$ cat src/rtl/irq_pkg.sv
// Shared types and constants for the interrupt controller: FSM states,
// CSR addresses and the channel ceiling that fixes the 4-bit channel code.
package irq_pkg;

    localparam int MAX_CH = 16;

    localparam logic [1:0] CSR_MASK   = 2'd0;
    localparam logic [1:0] CSR_PEND   = 2'd1;
    localparam logic [1:0] CSR_ISR    = 2'd2;
    localparam logic [1:0] CSR_STATUS = 2'd3;

    typedef enum logic [1:0] {
        IDLE    = 2'd0,
        REQ     = 2'd1,
        SERVICE = 2'd2
    } irq_state_t;

endpackage

$ cat src/rtl/irq_prio_enc.sv
// Lowest-index-wins priority encoder: valid flag plus 4-bit index of the
// lowest set request bit.
module irq_prio_enc #(
    parameter int WIDTH = 16
) (
    input  logic [WIDTH-1:0] req,
    output logic             valid,
    output logic [3:0]       idx
);

    // NOTE: every output is given a default before the loop, so no path
    // leaves it unassigned and no latch is inferred. Scanning from the top
    // down with blocking assignments lets the lowest set bit overwrite last.
    always_comb begin
        valid = 1'b0;
        idx   = '0;
        for (int i = WIDTH - 1; i >= 0; i--) begin
            if (req[i]) begin
                valid = 1'b1;
                idx   = 4'(i);
            end
        end
    end

endmodule

$ cat src/rtl/irq_controller.sv
// Interrupt controller: per-channel edge/level latching, masking, lowest-index
// priority, INTA/EOI in-service tracking and a 4-entry CSR port.
// Define IRQ_NEST_EN to let a higher-priority request preempt one in service.
module irq_controller
    import irq_pkg::*;
#(
    parameter int                NUM_CH    = 16,
    parameter logic [MAX_CH-1:0] TRIG_EDGE = 16'hFFFF
) (
    input  logic              CLK,
    input  logic              RST,
    input  logic [NUM_CH-1:0] SRC,
    input  logic              IE,
    input  logic              INTA,
    input  logic              EOI,
    output logic              IRQ,
    output logic [3:0]        IC,
    input  logic [1:0]        CSR_SEL,
    input  logic              CSR_W,
    input  logic [15:0]       CSR_DIN,
    output logic [15:0]       CSR_DOUT
);

    localparam logic [NUM_CH-1:0] ONE  = NUM_CH'(1);
    localparam logic [NUM_CH-1:0] TRIG = TRIG_EDGE[NUM_CH-1:0];

    irq_state_t        state;
    logic              irqReg;
    logic [3:0]        icReg;
    logic [NUM_CH-1:0] mask, pend, isr, srcPrev;
    logic [NUM_CH-1:0] setEv, pendClr, pendNext, eoiClr, intaSet, isrNext;
    logic [MAX_CH-1:0] maskFull;
    logic              eValid, isrValid, intaTake, nestReq;
    logic [3:0]        eIdx, isrIdx;

    irq_prio_enc #(.WIDTH(NUM_CH)) u_enc_eligible (
        .req   (pend & mask),
        .valid (eValid),
        .idx   (eIdx)
    );

    irq_prio_enc #(.WIDTH(NUM_CH)) u_enc_isr (
        .req   (isr),
        .valid (isrValid),
        .idx   (isrIdx)
    );

    assign intaTake = (state == REQ) && INTA;

    // Set events win over any clear on the same channel in the same cycle.
    always_comb begin
        setEv   = SRC & (~TRIG | ~srcPrev);
        pendClr = '0;
        if (intaTake)
            pendClr = pendClr | (ONE << icReg);
        if (CSR_W && (CSR_SEL == CSR_PEND))
            pendClr = pendClr | CSR_DIN[NUM_CH-1:0];
        pendNext = (pend & ~pendClr) | setEv;

        // EOI retires the top in-service bit before INTA adds a new one.
        eoiClr  = (EOI && isrValid) ? (ONE << isrIdx) : '0;
        intaSet = intaTake ? (ONE << icReg) : '0;
        isrNext = (isr & ~eoiClr) | intaSet;

        maskFull             = '0;
        maskFull[NUM_CH-1:0] = mask;
    end

`ifdef IRQ_NEST_EN
    assign nestReq = IE && eValid && isrValid && (eIdx < isrIdx) && !EOI;
`else
    assign nestReq = 1'b0;
`endif

    // NOTE: state registers use non-blocking assignments only, so every
    // reader in this block sees the values from before the clock edge.
    always_ff @(posedge CLK) begin
        if (!RST) begin
            // Synchronous reset clears every register; nothing here is a
            // memory array, so nothing is left uninitialised.
            mask    <= '0;
            pend    <= '0;
            isr     <= '0;
            srcPrev <= '0;
            irqReg  <= 1'b0;
            icReg   <= '0;
            state   <= IDLE;
        end else begin
            srcPrev <= SRC;
            pend    <= pendNext;
            isr     <= isrNext;
            if (CSR_W && (CSR_SEL == CSR_MASK))
                mask <= CSR_DIN[NUM_CH-1:0];

            case (state)
                IDLE: begin
                    if (IE && eValid) begin
                        icReg  <= eIdx;
                        irqReg <= 1'b1;
                        state  <= REQ;
                    end
                end
                REQ: begin
                    if (INTA) begin
                        irqReg <= 1'b0;
                        state  <= SERVICE;
                    end else if (!IE || !maskFull[icReg]) begin
                        irqReg <= 1'b0;
                        state  <= (isrNext != '0) ? SERVICE : IDLE;
                    end
                end
                SERVICE: begin
                    if (isrNext == '0) begin
                        state <= IDLE;
                    end else if (nestReq) begin
                        icReg  <= eIdx;
                        irqReg <= 1'b1;
                        state  <= REQ;
                    end
                end
                default: begin
                    irqReg <= 1'b0;
                    state  <= IDLE;
                end
            endcase
        end
    end

    assign IRQ = irqReg;
    assign IC  = icReg;

    always_comb begin
        CSR_DOUT = '0;
        case (CSR_SEL)
            CSR_MASK: CSR_DOUT[NUM_CH-1:0] = mask;
            CSR_PEND: CSR_DOUT[NUM_CH-1:0] = pend;
            CSR_ISR:  CSR_DOUT[NUM_CH-1:0] = isr;
            default:  CSR_DOUT = {9'b0, state, irqReg, icReg};
        endcase
    end

endmodule

$ cat config.mk
export PLATFORM = sky130hd
export DESIGN_NAME = irq_controller
export DESIGN_NICKNAME = d
export VERILOG_FILES = /design/src/rtl/irq_pkg.sv /design/src/rtl/irq_prio_enc.sv /design/src/rtl/irq_controller.sv
export SDC_FILE = /design/constraint.sdc
export NUM_CORES = 1
export LEC_CHECK = 0
export CORE_MARGIN = 3
export CORE_UTILIZATION = 50
export CTS_CLUSTER_SIZE = 30
export DETAILED_ROUTE_END_ITERATION = 16
export PLACE_DENSITY = 0.75
export SETUP_SLACK_MARGIN = 0.5
export SYNTH_ARGS = -nofsm -noshare
export SYNTH_HDL_FRONTEND = slang
export SYNTH_SLANG_ARGS = --single-unit
$ cat constraint.sdc
create_clock -name CLK -period 6.06 [get_ports CLK]
set_input_delay 1.212 -clock CLK [delete_from_list [all_inputs] [get_ports CLK]]
set_output_delay 1.212 -clock CLK [all_outputs]
set_load 0.05 [all_outputs]
==> metrics.md <==
| Metric | Value |
|---|---|
| Status | `completed` |
| Synth Area in XOR/XNOR | `0.2262%` |
| Fin Clk Skew | `0.009695 ns` |
| First-pass GRT wire length | `19000 µm` |
| Max-slew headroom | `33.20%` |
| Vias in the first global route | `3568` |
| Pwr Density | `221.6 mW/mm²` |
| Fin crit share | `79.35%` |
| Antenna-violating nets left | `0` |
| Crit-path most repeated cell | `clkdlybuf4s50_1` |
| Required time worst endpoint | `4.85 ns` |
| Mapped cell area | `0.003872 mm²` |
| Largest family of logic cells by synthesized area | `simple AND/OR/NAND/NOR gates` |
| Slowest stage delay, CP | `0.86 ns` |
| Starting Density | `52.55%` |
| Post-route DRC violation count | `0` |
| Mux contribution to synthesized area | `9.370%` |
| Setup crit end kind | `primary output` |
| FP Rows | `31` |
| N_diodes | `0` |
| Crit Path Max Fanout | `18` |
| Worst IR drop on VDD | `0.1551 mV` |
| CP cell instances | `clkdlybuf4s50_1, buf_4, nor2b_1, nand2_1, o21ai_0, clkdlybuf4s50_1` |
| HP Class | `reg2reg` |
| Gate Count Post-Synth | `464` |
| Num ports | `61` |
| Buffers on Ports | `60` |
| Setup repair after global routing missed its margin | `false` |
| Hold Crit Start | `srcPrev[8]$_SDFF_PN0_` |
| Internal power | `0.7543 mW` |
| Clock sinks | `71` |
| Post-layout util | `63.63%` |
| DR WL/cell | `19.05 µm` |
| Initial antenna violation count | `0` |
| DRT iter0 DRCs | `413` |
| Syn Area/Cell | `8.346 µm²` |
| Most frequent cells in the layout | `nand2_1, dfxtp_1, clkdlybuf4s50_1, and2_1, a21boi_0` |
| Reg power frac | `48.9%` |
| TNS Setup | `0 ns` |
| Fin. max-slew vios | `0` |
| Commonest non-fill, non-tap cell in the layout | `nand2_1` |
| Total iterations of the first detailed-routing run | `5` |
| Kind of cell adding the most delay to the critical path | `buffers and inverters` |
| FF+latch count, synth | `71` |
| CTS max path bufs | `2` |
| Async set-or-reset flop fraction in the synthesized netlist | `0%` |
| Clock transition at path regs | `0.07 ns` |
| DP Wirelength | `8526 µm` |
| Arr. time, crit path | `3.60 ns` |
| H-tree depth | `3` |
| Synth Area in Adders | `0%` |
| NumNets Final | `549` |
| Sw frac | `27.41%` |
| Largest net degree at the start of global routing | `73` |
| Die width | `94.01 µm` |
| Skew-Pair Late Insertion Delay | `0.35 ns` |
| RePlAce Congestion | `0.9385` |
| Vias | `3735` |
| Root buffer cell | `clkbuf_8` |
| Worst setup path class | `in2out` |
| CTS tree | `yes` |
| Synth cell types | `59` |
| Final setup violation count | `0` |
| Synth top area cells | `dfxtp_1, nand2_1, mux4_2` |
| Fin crit period | `4.809 ns` |
| Primary FF master, synth | `dfxtp_1` |
| Syn nets | `504` |
| Register area share after synthesis | `36.70%` |
| CP startpoint kind | `primary input` |
| CTS resizes | `0` |
| Fmax achieved | `208.0 MHz` |
| CORE AREA | `0.007370 mm²` |
| Gr usage total | `27.77%` |
| Synth Area in Simple Gates | `27.37%` |
| CP bufs+invs | `3` |
| Fraction of layout cells with a size suffix above 1 | `7.393%` |
| EDFF count, synth | `0` |
| Final Power | `1.039 mW` |
| Num CTS Buffers | `9` |
| Max-cap violations | `0` |
| Sw power | `0.2848 mW` |
| Top cell type by total area after synthesis | `dfxtp_1` |
| Clk pwr share | `37.0%` |
| Combinational share of power | `14.1%` |
| Drt total wl | `11680 µm` |
| Worst path slowest cell | `clkdlybuf4s50_1` |
| Crit path launch | `CSR_SEL[1]` |
| Worst Max-Slew Pin Slew | `1.002 ns` |
| Hold Buf Count CTS | `0` |
| Grt total ovfl | `0` |
| Die ar. | `0.008837 mm²` |
| Warnings, synthesis | `0` |
| Synth Area in Compound Gates | `21.71%` |
| Die height | `94.01 µm` |
| Area growth syn-to-layout | `21.10%` |
| Setup Buffers After CTS | `0` |
| Reg2reg start | `isr[7]$_SDFF_PN0_` |
| Final Hold Viols | `0` |
| Pleak | `1.702 nW` |
| Share of the synthesized area in the top cell type | `36.70%` |
| Vias per cell | `6.093` |
-- synthesized netlist by cell type, types with 2 or more instances --
master / count
nand2b_1: 6
o211ai_1: 3
clkbuf_1: 21
inv_1: 17
and3b_1: 2
nor4_2: 2
a21o_1: 3
nand4_1: 3
a21boi_0: 28
nor2b_1: 22
mux2i_1: 10
and2_1: 28
nand3_1: 6
nor4_1: 4
nor3_1: 6
a32oi_1: 14
mux4_2: 10
a31oi_1: 5
nand3b_1: 4
o21ai_0: 21
o31a_1: 3
o31ai_1: 6
buf_2: 4
nand2_1: 97
o21a_1: 5
dfxtp_1: 71
a21oi_1: 9
a22oi_1: 6
o41ai_1: 2
nor2_1: 17
-- logic make-up after synthesis --
| kind of cell | after synthesis |
|---|---|
| AND/OR/NAND/NOR | 208 |
| AO/OA/AOI/OAI | 117 |
| flip-flops | 71 |
| buffers and inverters | 45 |
| multiplexers | 22 |
| XOR/XNOR | 1 |
-- sequential cells by signal (all words and copies together) (netlist names) --
name	flops
IC	4
srcPrev	16
IRQ	1
state	2
mask	16
isr	16
pend	16
-- per-stage QoR --
stage / instance area [µm²] / hold WS [ns] / setup WS [ns] / cells
2_1_floorplan: 3872 / 0.4612 / 1.623 / 464
3_3_place_gp: 4492 / 0.4842 / 1.388 / 597
3_5_place_dp: 4492 / 0.4988 / 1.335 / 597
4_1_cts: 4690 / 0.5141 / 1.297 / 613
5_1_grt: 4690 / 0.5358 / 1.193 / 613
6_report: 4690 / 0.5103 / 1.251 / 613
-- power groups by stage --
stage	logic [mW]	registers, mW	clock network [mW]
finish	0.146	0.508	0.385
floorplan	0.0875	0.513	0
detailed placement	0.145	0.518	0
CTS	0.146	0.507	0.391
global route	0.157	0.511	0.412
global placement	0.142	0.517	0
-- tightest hold or removal path, cell delays in order, from the launching register on --
cell     delay (ns)
dfxtp_1        0.30
inv_1          0.04
a32oi_1        0.05
nor2b_1        0.09
-- layout make-up --
class / instances / area, µm²
clock buffer: 10 / 137.6
clock inverter: 6 / 60.06
fill: 655 / 2680
inverter: 17 / 63.81
multi-input combinational: 348 / 2272
sequential: 71 / 1421
tap: 99 / 123.9
timing repair buffer: 62 / 610.6
-- worst paths after layout --
kind / end / slack (ns) / cells after the start
worst min register to register: pend[8]$_SDFF_PN0_ / 0.51 / 3
worst max register to register: state[1]$_SDFFE_PN0P_ / 3.49 / 7
worst max-delay path: CSR_DOUT[8] / 1.25 / 6
worst min-delay path: pend[8]$_SDFF_PN0_ / 0.51 / 3
-- per-layer routing --
metal	up-vias	track usage, %	routed length, µm
met5	-	0	0
met4	0	10.59	210
met3	21	5.689	1070
met2	221	41.81	5341
met1	1753	39.04	5056
li1	1740	-	-
Note: power is estimated with default switching activity, not from simulation.
